**src/rtl/friscv_decoder_stage.sv**
```systemverilog
// friscv instruction decode stage: combinational RV32/64 decode feeding
// a DEPTH-entry bundle FIFO with valid/ready on both sides and flush.
module friscv_decoder_stage #(
    parameter int XLEN  = 32,
    parameter int DEPTH = 2
) (
    input  logic                         aclk,
    input  logic                         srst,
    input  logic                         flush,
    input  logic                         inst_valid,
    output logic                         inst_ready,
    input  logic [XLEN-1:0]              inst_pc,
    input  logic [31:0]                  instruction,
    output logic                         dec_valid,
    input  logic                         dec_ready,
    output logic [XLEN-1:0]              dec_pc,
    output logic [6:0]                   dec_opcode,
    output logic [2:0]                   dec_funct3,
    output logic [6:0]                   dec_funct7,
    output logic [4:0]                   dec_rs1,
    output logic [4:0]                   dec_rs2,
    output logic [4:0]                   dec_rd,
    output logic [XLEN-1:0]              dec_imm,
    output logic [2:0]                   dec_class,
    output logic [$clog2(DEPTH+1)-1:0]   dec_count
);

    localparam int PW = $clog2(DEPTH);
    localparam int CW = $clog2(DEPTH+1);

    localparam logic [6:0] OP_LUI    = 7'b0110111;
    localparam logic [6:0] OP_AUIPC  = 7'b0010111;
    localparam logic [6:0] OP_JAL    = 7'b1101111;
    localparam logic [6:0] OP_JALR   = 7'b1100111;
    localparam logic [6:0] OP_BRANCH = 7'b1100011;
    localparam logic [6:0] OP_LOAD   = 7'b0000011;
    localparam logic [6:0] OP_STORE  = 7'b0100011;
    localparam logic [6:0] OP_IMM    = 7'b0010011;
    localparam logic [6:0] OP_OP     = 7'b0110011;
    localparam logic [6:0] OP_FENCE  = 7'b0001111;
    localparam logic [6:0] OP_SYSTEM = 7'b1110011;

    typedef enum logic [2:0] {
        C_PROC, C_LSU, C_AUIPC, C_JAL,
        C_JALR, C_BRANCH, C_SYSTEM, C_ILLEGAL
    } cls_e;

    typedef struct packed {
        logic [XLEN-1:0] pc;
        logic [6:0]      opcode;
        logic [2:0]      f3;
        logic [6:0]      f7;
        logic [4:0]      rs1;
        logic [4:0]      rs2;
        logic [4:0]      rd;
        logic [XLEN-1:0] imm;
        logic [2:0]      cls;
    } ent_t;

    function automatic logic [XLEN-1:0] sext(input logic [31:0] v);
        logic [XLEN-1:0] r;
        r       = {XLEN{v[31]}};
        r[31:0] = v;
        return r;
    endfunction

    logic [6:0]  op;
    logic [2:0]  f3;
    logic [31:0] imm_i, imm_s, imm_b, imm_u, imm_j, imm32;
    logic        ill, load_bad;
    cls_e        cls_d;
    ent_t        ent;

    assign op = instruction[6:0];
    assign f3 = instruction[14:12];

    assign imm_i = {{20{instruction[31]}}, instruction[31:20]};
    assign imm_s = {{20{instruction[31]}}, instruction[31:25],
                    instruction[11:7]};
    assign imm_b = {{19{instruction[31]}}, instruction[31], instruction[7],
                    instruction[30:25], instruction[11:8], 1'b0};
    assign imm_u = {instruction[31:12], 12'b0};
    assign imm_j = {{11{instruction[31]}}, instruction[31],
                    instruction[19:12], instruction[20],
                    instruction[30:21], 1'b0};

    // LD/LWU only exist on RV64
    assign load_bad = (f3 == 3'b111) ||
                      ((XLEN == 32) && (f3 == 3'b011 || f3 == 3'b110));

    always_comb begin
        cls_d = C_ILLEGAL;
        imm32 = '0;
        ill   = 1'b0;
        case (op)
            OP_LUI:    begin cls_d = C_PROC;   imm32 = imm_u; end
            OP_IMM:    begin cls_d = C_PROC;   imm32 = imm_i; end
            OP_OP:     begin cls_d = C_PROC;   imm32 = '0;    end
            OP_LOAD: begin
                cls_d = C_LSU;
                imm32 = imm_i;
                ill   = load_bad;
            end
            OP_STORE: begin
                cls_d = C_LSU;
                imm32 = imm_s;
                ill   = f3 > 3'b010;
            end
            OP_AUIPC:  begin cls_d = C_AUIPC;  imm32 = imm_u; end
            OP_JAL:    begin cls_d = C_JAL;    imm32 = imm_j; end
            OP_JALR: begin
                cls_d = C_JALR;
                imm32 = imm_i;
                ill   = f3 != 3'b000;
            end
            OP_BRANCH: begin
                cls_d = C_BRANCH;
                imm32 = imm_b;
                ill   = f3[2:1] == 2'b01;
            end
            OP_SYSTEM, OP_FENCE: begin
                cls_d = C_SYSTEM;
                imm32 = imm_i;
            end
            default: ;
        endcase
        if (ill || instruction == 32'h0 || &instruction) begin
            cls_d = C_ILLEGAL;
            imm32 = '0;
        end
    end

    always_comb begin
        ent        = '0;
        ent.pc     = inst_pc;
        ent.opcode = op;
        ent.f3     = f3;
        ent.f7     = instruction[31:25];
        ent.rs1    = instruction[19:15];
        ent.rs2    = instruction[24:20];
        ent.rd     = instruction[11:7];
        ent.imm    = sext(imm32);
        ent.cls    = cls_d;
    end

    ent_t           mem_q [DEPTH];
    logic [PW-1:0]  wr_q, wr_d, rd_q, rd_d;
    logic [CW-1:0]  cnt_q, cnt_d;
    logic           push, pop;

    assign inst_ready = !srst && !flush && (cnt_q < CW'(DEPTH));
    assign dec_valid  = cnt_q != '0;
    assign push       = inst_valid && inst_ready;
    assign pop        = dec_valid && dec_ready && !flush;

    always_comb begin
        wr_d  = wr_q;
        rd_d  = rd_q;
        cnt_d = cnt_q;
        if (flush) begin
            wr_d  = '0;
            rd_d  = '0;
            cnt_d = '0;
        end else begin
            if (push) wr_d = wr_q + PW'(1);
            if (pop)  rd_d = rd_q + PW'(1);
            if (push && !pop)      cnt_d = cnt_q + CW'(1);
            else if (pop && !push) cnt_d = cnt_q - CW'(1);
        end
    end

    always_ff @(posedge aclk) begin
        if (srst) begin
            wr_q  <= '0;
            rd_q  <= '0;
            cnt_q <= '0;
            for (int i = 0; i < DEPTH; i++) mem_q[i] <= '0;
        end else begin
            wr_q  <= wr_d;
            rd_q  <= rd_d;
            cnt_q <= cnt_d;
            if (push) mem_q[wr_q] <= ent;
        end
    end

    assign dec_pc     = mem_q[rd_q].pc;
    assign dec_opcode = mem_q[rd_q].opcode;
    assign dec_funct3 = mem_q[rd_q].f3;
    assign dec_funct7 = mem_q[rd_q].f7;
    assign dec_rs1    = mem_q[rd_q].rs1;
    assign dec_rs2    = mem_q[rd_q].rs2;
    assign dec_rd     = mem_q[rd_q].rd;
    assign dec_imm    = mem_q[rd_q].imm;
    assign dec_class  = mem_q[rd_q].cls;
    assign dec_count  = cnt_q;

endmodule

```
**config.mk**
```make
export PLATFORM = sky130hd
export DESIGN_NAME = friscv_decoder_stage
export DESIGN_NICKNAME = d
export VERILOG_FILES = /design/src/rtl/friscv_decoder_stage.sv
export SDC_FILE = /design/constraint.sdc
export NUM_CORES = 1
export LEC_CHECK = 0
export BUFFER_PORTS_ARGS = -buffer_cell sky130_fd_sc_hd__buf_4
export CORE_MARGIN = 2
export CORE_UTILIZATION = 40
export CTS_BUF_LIST = sky130_fd_sc_hd__clkbuf_8
export DETAILED_ROUTE_END_ITERATION = 12
export HOLD_SLACK_MARGIN = 0.1
export PLACE_DENSITY_LB_ADDON = 0.2
export SYNTH_ARGS = -nofsm -noshare
export SYNTH_HDL_FRONTEND = slang
export SYNTH_SLANG_ARGS = --single-unit
```
**constraint.sdc**
```tcl
create_clock -name aclk -period 7.4 [get_ports aclk]
set_input_delay 0.74 -clock aclk [delete_from_list [all_inputs] [get_ports aclk]]
set_output_delay 0.74 -clock aclk [all_outputs]
set_load 0.1 [all_outputs]
```
======== Word-level counts from Yosys, hierarchy flattened ========
Memories as Yosys holds them, arrays and structs flattened. A register that Yosys moved wholly into a read port is not among the register bits.
Cells that the tools add are included.
W data, S select, Z words.
storage, ports and cells
  register bits ........................... 4
  memory bits (writable) .................. 198
  input bits .............................. 69
  output and inout port bits .............. 103
  word-level logic and storage cells ...... 69
  memories kept ........................... 1
cells by class
  $add $sub $neg .......................... 4
  $lt $le $gt $ge ......................... 2
  eq/ne operators ......................... 15
  multiplexer cells ....................... 17
  reductions and logical operators ........ 27
memories
  name   words  width  read ports  clocked after Yosys merged registers in  write ports  RTL line  source
  mem_q  2      99     1           1                                        2            146       ent_t mem_q [DEPTH];
operator list
  cell                  count
  $pmux W32 S5          1
  $mux W99              1
  $reduce_or A99 Y1     1
  $logic_not A32 Y1     1
  $mux W32              1
  $reduce_and A32 Y1    1
  $eq A7 B7 Y1 const B  4
  $eq A7 B6 Y1 const B  3
  $pmux W3 S7           1
  $eq A7 B5 Y1 const B  2
  $mux W1               9
  $reduce_or A2 Y1      4
  $eq A7 B2 Y1 const B  1
  $eq A7 B4 Y1 const B  1
  $logic_and A1 B1 Y1   7
  $eq A3 B3 Y1 const B  2
  $reduce_or A5 Y1      1
  $logic_not A1 Y1      4
  $logic_or A1 B1 Y1    4
  $mux W2               2
  $pmux W1 S4           1
  $reduce_bool A2 Y1    2
  $eq A3 B2 Y1 const B  1
  $gt A3 B2 Y1 const B  1
  other kinds (8)       9

======== Depth between registers and ports, before layout ========
Gate-level depths: netlist of the first run.
  depth after elaboration ................. 9
  gate-level depth with buffers ........... 8
  mapped depth without buffers ............ 8

======== Worst setup path after synthesis of the first run ========
OpenSTA, ideal clock, no wires.
  path kind ............................... register to register
  from .................................... register cnt_q[1] (netlist: dec_count[1])
  to ...................................... memory mem_q[0][0] (netlist bit) (enable)
  setup time .............................. 0.475 ns
  arrival time ............................ 5.017 ns
  required time ........................... 6.925 ns
  setup slack ............................. 1.909 ns
  cell stages (with the launch flop) ...... 5
  buffers on the path ..................... 0
  period minus slack after synthesis ...... 5.491 ns
  path through ............................ dfxtp_1 -> nor3_2 -> nand2_1 -> or2_2 -> nand2b_1
RTL lines
  item                    RTL line  source
  from (decl)             148       logic [CW-1:0] cnt_q, cnt_d;
  from (signal assigned)  181       cnt_q <= cnt_d;
  to (decl)               146

==> flow_summary.yaml, run 1 <==
clocking:
  hold_buffers: 0
  clock_sinks: 203
  cts_setup_buffers: 0
  cts_tree: "built"
  clkSlewWorstSetupHoldPaths_ps: 60
  htreeDepth: 2
  clock_path_buffers: 3
  cts-root-buf: "clkbuf_8"
  cts_buffers: 36
  ctsResizeCount: 0
  insertion_delay_ps: 520
die:
  core_region_area_sq_um: 22780
  die_y_um: 156.9
  die_x_um: 156.9
  io_pins: 172
  row_count: 55
  start_util: 0.4106
  dieArea_sq_um: 24620
drt:
  routed_wl_um: 22720
  post-route-drc-count: 0
  vias_per_cell: 5.188
  vias: 6148
  wire_per_inst_um: 19.17
  detail-route-antenna-nets: 0
  drt-pass1-iter-count: 5
  first_iter_violations: 400
timing:
  skew_ps: 18.79
  slew_violations: 0
  setup_tns_ps: 0
  maxSlewHeadroom: 0.1913
  setup_viol: 0
  worst_pin_slew_ps: 1213
  layout_min_cycle_time_ps: 3447
  rsz0062_at_grt: "no"
  finalHoldViolations: 0
  worst_slack_ps: 3953
  min_period_over_period: 0.4658
  max_freq_mhz: 290.1
logic_synthesis:
  synth_top_area_frac: 0.6357
  synth_cell_type_count: 49
  synth_edf_count: 198
  yosys.area.top_type: "edfxtp_1"
  syn_area_sq_um: 9353
  synth_area_leaders: "edfxtp_1 (64%), mux2_2 (12%), and2_1 (8.5%)"
  synthesis.instances: 677
  synth-main-ff-cell: "edfxtp_1"
  synthArstFlopShare: 0
  ys_warn_count: 0
  synth-seq-area-share: 0.6464
  yosysMostFrequentCell: "edfxtp_1"
  synth_nets: 747
  syn_area_per_cell_sq_um: 13.81
  synthTopCellsByCount: "edfxtp_1 (198), and2_1 (127), mux2_2 (99), nor2_1 (50), a21oi_1 (35)"
  synth_seq_cells: 203
critical_path:
  crit_path_end_kind: "output port"
  cp_max_fo: 84
  critPathBufInv: 2
  cp.arrival_ps: 2710
  start_kind: "flip-flop"
  path_delay_family: "buffers and inverters"
  slowest_delay_ps: 920
  crit_top_cell: "buf_4"
  cp.required_ps: 6660
  crit_chain: "buf_4, mux2_2, buf_4"
  path_class: "flip-flop to output port"
  cp_slowest_cell: "buf_4"
outcome:
  outcome: "completed"
grt:
  first_global_vias: 6030
  overflow: 0
  grt_usage: 0.1829
  antenna_found_initial: 0
  grt_pass1_wl_um: 34130
  grt_max_degree: 85
finish:
  area_growth_pct: 23.13
  fin_cells: 1185
  drive_gt1_frac: 0.3899
  n_fill_cell: 2037
  nets: 918
  insertedDiodeCount: 0
power_and_ir_drop:
  leakage_nw: 4.453
  vdd_drop_max_mv: 0.1362
  power_density_nw_per_um2: 237.2
placed_design:
  dp_worst_setup_slack_ps: 3462
  portBuffers: 171
  gp_congestion: 0.8304
  dp_hpwl_um: 14510
  place_inst: 1123
min_path:
  hp-class: "input port to flip-flop"
run:
  drv_cap: 0
-- layout by cell type (no fill, tap or decap), types with 2 or more instances in the layout --
| cell type | count |
|---|---|
| edfxtp_1 | 198 |
| buf_4 | 175 |
| and2_1 | 127 |
| mux2_2 | 99 |
| nor2_1 | 50 |
| clkbuf_8 | 40 |
| a21oi_1 | 35 |
| nand2_1 | 25 |
| nor4_1 | 19 |
| inv_1 | 15 |
| nor3_1 | 8 |
| o21ai_0 | 7 |
| a22oi_1 | 6 |
| and3_1 | 6 |
| clkinv_1 | 6 |
| or2_2 | 4 |
| nand2b_1 | 4 |
| dfxtp_1 | 4 |
| xor2_1 | 3 |
| xnor2_1 | 2 |
| nor2b_1 | 2 |
| nand3_4 | 2 |
| a211oi_1 | 2 |
-- worst reg2reg max path, cell delays in order (launching register included) --
cell and delay [ps]:
dfxtp_1 340, nor3_2 230, and3_2 910, or2_4 530, buf_4 840
-- path summary, 6_finish.rpt --
| kind | startpoint | end | slack [ps] | depth (start not counted) |
|---|---|---|---|---|
| setup / recovery | flip-flop | dec_rd[0] | 3950 | 3 |
| hold / removal | flush | wr_q$_SDFFE_PP0P_ | 470 | 2 |
| setup reg to reg | dec_count[1]$_SDFFE_PP0P_ | mem_q[1][89]$_SDFFCE_PN0P_ | 4080 | 4 |
| hold reg to reg | wr_q$_SDFFE_PP0P_ | wr_q$_SDFFE_PP0P_ | 550 | 2 |
-- layout make-up --
class	instances	area, sq um	area share
clock buffers	40	550.5	0.04781
clock inverters	22	92.59	0.008040
inverters	3	11.26	0.0009778
multi-input cells	429	3107	0.2698
flip-flops and latches	203	6050	0.5253
well taps	313	391.6	0.03401
repair buffers	175	1314	0.1141
-- cell families (layout without fill, tap and decap cells) --
logic type	after synthesis	after routing	synth area share
multiplexers	99	99	0.1192
AND/OR/NAND/NOR	262	262	0.1584
XOR/XNOR	5	5	0.004683
AO/OA/AOI/OAI	61	61	0.04495
buffers and inverters	45	240	0.02381
flip-flops	203	203	0.6464
adder cells (fa/ha/maj)	2	2	0.002542
-- power by group --
group	total [W]	switching, W	leakage, nW	internal [W]
sequential	0.00133	0.0000124	2.10	0.00131
combinational	0.000482	0.000370	1.98	0.000112
clock	0.000922	0.000429	0.375	0.000493
-- routing by layer --
metal,vias to the layer above,part of all wire,track usage
met5,-,0,0
met1,3013,0.43,0.2595
met4,0,0.022,0.06378
li1,2824,-,-
met3,37,0.083,0.04075
met2,274,0.46,0.2780
-- registers in the layout, indices dropped and copies added (netlist names), named ones only --
signal,count
mem_q,198
wr_q,1
rd_q,1
dec_count,2
-- per-stage QoR --
stage	utilization	power [W]	hold slack (ps)	instance area, sq um
after floorplan	-	0.001708	476.5	9353
after global placement	0.4773	0.001829	520.7	10870
after detailed placement	0.4773	0.001835	543.2	10870
after CTS	0.5056	0.002769	431.2	11520
after global routing	0.5056	0.002837	443.4	11520
final	0.5056	0.002731	465.3	11520
No activity file was read; power rests on OpenSTA's default activity.
==> inputs of run 2 (changes only) <==
clock period = 3.33 ns   (was 7.4 ns; I/O delays follow)
==> flow_summary.yaml, run 2 (synthesis results as in run 1) <==
finish:
  top_register: "mem_q"
  nets: 953
  insertedDiodeCount: 0
  layout_common_cells: "edfxtp_1 (198), buf_4 (177), and2_1 (127)"
  area_growth_pct: 27.41
  drive_gt1_frac: 0.3841
  postLayoutCoreUtil: 0.5232
  final_common_cell: "edfxtp_1"
  largest_reg_flops: 198
  fin_cells: 1219
clocking:
  cts_buffers: 38
  hold_buffers: 27
  clkSlewWorstSetupHoldPaths_ps: 60
  ctsResizeCount: 0
  htreeDepth: 2
  insertion_delay_ps: 520
  cts-root-buf: "clkbuf_8"
  cts_tree: "built"
  clock_sinks: 203
  cts_setup_buffers: 0
  clock_path_buffers: 3
critical_path:
  start_kind: "flip-flop"
  rr_startpoint: "dec_count[0]$_SDFFE_PP0P_"
  crit_path_end_kind: "output port"
  reg2regPathDepth: 9
  cp.arrival_ps: 2290
  cp.required_ps: 3000
  path_class: "flip-flop to output port"
  r2r_setup_slack_ps: 1070
  r2r-end: "dec_count[1]$_SDFFE_PP0P_"
  cp_max_fo: 70
placed_design:
  portBuffers: 171
  place_inst: 1129
  dp_hpwl_um: 15020
  gp_congestion: 0.8169
power_and_ir_drop:
  sw_frac_of_total: 0.2968
  switching_power_w: 0.001841
  p_int_w: 0.004361
  leakage_nw: 4.646
  power_density_nw_per_um2: 520.5
  clockPowerShare: 0.346
  seq_power_share: 0.476
  vdd_drop_max_mv: 0.2763
  combPwrFrac: 0.179
timing:
  skew_ps: 31.32
  min_period_over_period: 0.7888
  slew_violations: 0
  setup_tns_ps: 0
  setup_viol: 0
  worst_pin_slew_ps: 868.5
  max_freq_mhz: 380.7
  rsz0062_at_grt: "no"
  layout_min_cycle_time_ps: 2627
  finalHoldViolations: 0
  maxSlewHeadroom: 0.4190
drt:
  wire_per_inst_um: 19.00
  first_iter_violations: 369
  vias_per_cell: 5.103
  drt-pass1-iter-count: 5
  post-route-drc-count: 0
  vias: 6220
  detail-route-antenna-nets: 0
  routed_wl_um: 23160
min_path:
  worstHoldStart: "inst_pc[21]"
  hold_end: "mem_q[0][88]$_SDFFCE_PN0P_"
  holdPathStages: 2
  hp-class: "input port to flip-flop"
die:
  die_x_um: 156.9
  die_y_um: 156.9
  io_pins: 172
  row_count: 55
  core_region_area_sq_um: 22780
  start_util: 0.4106
  dieArea_sq_um: 24620
grt:
  use_met3: 0.04378
  met1_usage: 0.2482
  overflow: 0
  antenna_found_initial: 0
  grt-busiest-layer: "met2"
  grt_usage: 0.1870
  grt_pass1_wl_um: 35020
  use_met2: 0.3008
  first_global_vias: 6367
  grt_max_degree: 71
run:
  drv_cap: 0
outcome:
  outcome: "completed"
==> run 2: cell types whose count changed in the layout (fill, tap and decap cells not counted), sizes merged <==
cell         previous run  this run
clkinv                  7         2
buf                   175       181
dlygate4sd3             0        27
clkbuf                 40        43
inv                    17        20
==> run 2: how the worst max path moves through the flow <==
| stage | start | to | slack [ps] | cells past startpoint |
|---|---|---|---|---|
| 2_1_floorplan | dec_count[1]$_SDFFE_PP0P_ | mem_q[0][0]$_SDFFCE_PN0P_ | 260 | 4 |
| 3_3_place_gp | srst | mem_q[0][10]$_SDFFCE_PN0P_ | 1060 | 6 |
| 3_5_place_dp | srst | mem_q[1][22]$_SDFFCE_PN0P_ | 990 | 6 |
| 4_1_cts | flip-flop | dec_rd[0] | 670 | 3 |
| 5_1_grt | flip-flop | dec_rd[0] | 600 | 3 |
| 6_report | flip-flop | dec_rd[0] | 700 | 3 |
==> run 2: per-layer routing <==
layer	vias to the layer above	wire, um
li1	2889	-
met1	3011	10010
met2	266	10760
met3	54	1770
met4	0	620
met5	-	0
==> run 2: layout make-up <==
type	count	area (sq um)
well taps	313	391.6
clock buffers	43	591.8
multi-input cells	429	3113
clock inverters	20	78.83
repair buffers	208	1679
flip-flops and latches	203	6051
inverters	3	11.26
fillers	2041	10860
==> run 2: power groups by stage <==
stage	sequential (W)	combinational [W]	clock (W)
after CTS	0.00295	0.00111	0.00220
after global placement	0.00300	0.00108	0
after global routing	0.00296	0.00115	0.00231
after floorplan	0.00300	0.000794	0
final	0.00295	0.00111	0.00214
after detailed placement	0.00300	0.00109	0
==> run 2: stage by stage <==
| step | total power [W] | setup WS, ps | area (sq um) | hold WS (ps) |
|---|---|---|---|---|
| after floorplan | 0.003790 | 261.2 | 9370 | 402.2 |
| after global placement | 0.004074 | 1062 | 10980 | 522.4 |
| after detailed placement | 0.004088 | 993.9 | 10980 | 533.9 |
| after CTS | 0.006266 | 670.9 | 11920 | 100.5 |
| after global routing | 0.006419 | 603.4 | 11920 | 107.7 |
| final | 0.006202 | 703.3 | 11920 | 134.7 |
==> run 2: critical path, cell delays in order (launching register included) <==
cell and delay (ps):
dfxtp_4 630, buf_12 410, mux2_2 430, buf_4 250
==> inputs of run 3 (changes only) <==
clock period = 2.3 ns   (was 3.33 ns; I/O delays follow)
==> flow_summary.yaml, run 3 (synthesis results as in run 1) <==
timing:
  rsz0062_at_grt: "no"
  worst_pin_slew_ps: 911.1
  hold_slack_ps: 140.2
  slew_violations: 0
  setup_viol: 0
  setup_tns_ps: 0
  skew_ps: 35.87
  layout_min_cycle_time_ps: 2161
  finalHoldViolations: 0
  max_freq_mhz: 462.8
  min_period_over_period: 0.9395
  maxSlewHeadroom: 0.3905
clocking:
  insertion_delay_ps: 540
  cts_tree: "built"
  cts_buffers: 37
  clock_path_buffers: 3
  cts-root-buf: "clkbuf_8"
  clock_sinks: 203
  htreeDepth: 2
  clkSlewWorstSetupHoldPaths_ps: 60
critical_path:
  r2r_setup_slack_ps: 470
  start_kind: "flip-flop"
  cp_max_fo: 37
  cp.required_ps: 2070
  cp.arrival_ps: 1930
  crit_path_end_kind: "output port"
  path_class: "flip-flop to output port"
run:
  drv_cap: 0
placed_design:
  gp_congestion: 0.9314
  postPlaceCellArea_sq_um: 11050
  dp_hpwl_um: 15390
  portBuffers: 171
die:
  row_count: 55
  core_region_area_sq_um: 22780
  dieArea_sq_um: 24620
  io_pins: 172
  die_y_um: 156.9
  die_x_um: 156.9
  start_util: 0.4106
power_and_ir_drop:
  leakage_nw: 4.809
  power_w: 0.008943
  power_density_nw_per_um2: 724.3
  vdd_drop_max_mv: 0.4596
finish:
  final_common_cell: "edfxtp_1"
  drive_gt1_frac: 0.3764
  layout_common_cells: "edfxtp_1 (198), buf_4 (179), and2_1 (127)"
  largest_reg_flops: 198
  insertedDiodeCount: 0
  stdcell_area_sq_um: 12350
  nets: 994
  area_growth_pct: 32.01
  top_register: "mem_q"
drt:
  routed_wl_um: 24340
  drt-pass1-iter-count: 4
  detail-route-antenna-nets: 0
  wire_per_inst_um: 19.26
  first_iter_violations: 329
  post-route-drc-count: 0
  vias_per_cell: 5.090
  vias: 6434
grt:
  antenna_found_initial: 0
  first_global_vias: 6519
  overflow: 0
  grt_usage: 0.1955
  grt_pass1_wl_um: 36700
  grt_max_degree: 64
min_path:
  hp-class: "input port to flip-flop"
outcome:
  outcome: "completed"
## run 3: changes by cell type in the layout (fill, tap and decap cells not counted), moves of 2 or more
| cell | before | now |
|---|---|---|
| dlygate4sd3_1 | 27 | 64 |
| clkbuf_8 | 43 | 37 |
| clkinv_1 | 2 | 7 |
| clkinv_2 | 0 | 5 |
| inv_1 | 19 | 15 |
| buf_12 | 4 | 7 |
| buf_4 | 177 | 179 |
| clkinvlp_4 | 1 | 3 |
## run 3: worst max-delay path: stages (launching register included)
cell and delay, ps:
dfxtp_4 490, buf_12 270, mux2_2 390, buf_4 240
## run 3: worst paths after layout
kind	endpoint	cells after the start	startpoint
worst min-delay path	mem_q[0][64]$_SDFFCE_PN0P_	2	instruction[4]
worst min register to register	rd_q$_SDFFE_PP0P_	2	rd_q$_SDFFE_PP0P_
worst max register to register	mem_q[1][15]$_SDFFCE_PN0P_	5	dec_count[1]$_SDFFE_PP0P_
worst max-delay path	dec_pc[18]	3	flip-flop
## run 3: layout make-up
type                       instances  area (sq um)
fill                            1922         10430
sequential                       203          6055
multi-input combinational        429          3122
timing repair buffer             250          2125
clock buffer                      37         509.2
tap                              313         391.6
clock inverter                    29         133.9
inverter                           3         11.26
## run 3: power by group
part           internal, W  total, W  switching [W]
Clock              0.00151   0.00300        0.00149
Combinational     0.000452   0.00168        0.00122
Sequential         0.00422   0.00426      0.0000401
Total              0.00619   0.00894        0.00275
## run 3: routing by layer
metal,vias to the layer above,GRT usage,share of wire
li1,2978,-,-
met1,3173,0.2756,0.45
met3,43,0.03414,0.058
met4,0,0.06247,0.022
met5,-,0,0
met2,240,0.3089,0.47
## run 3: per-stage QoR
step	setup WS, ps	instances	util
global placement	165.9	1133	0.4852
finish	139.1	1264	0.5420
CTS	91.86	1264	0.5419
floorplan	-566.6	677	-
global route	72.68	1264	0.5420
detailed placement	47.73	1133	0.4852
## run 3: timing repair
action | in CTS | in global routing
resized for setup | 0 | 1
endpoints found under the setup margin | 3 | 21
gates cloned | 0 | 0
hold buffers | 64 | 0
pin swaps | 0 | 0
setup buffers | 1 | 0
hold endpoints to repair | 129 | 0
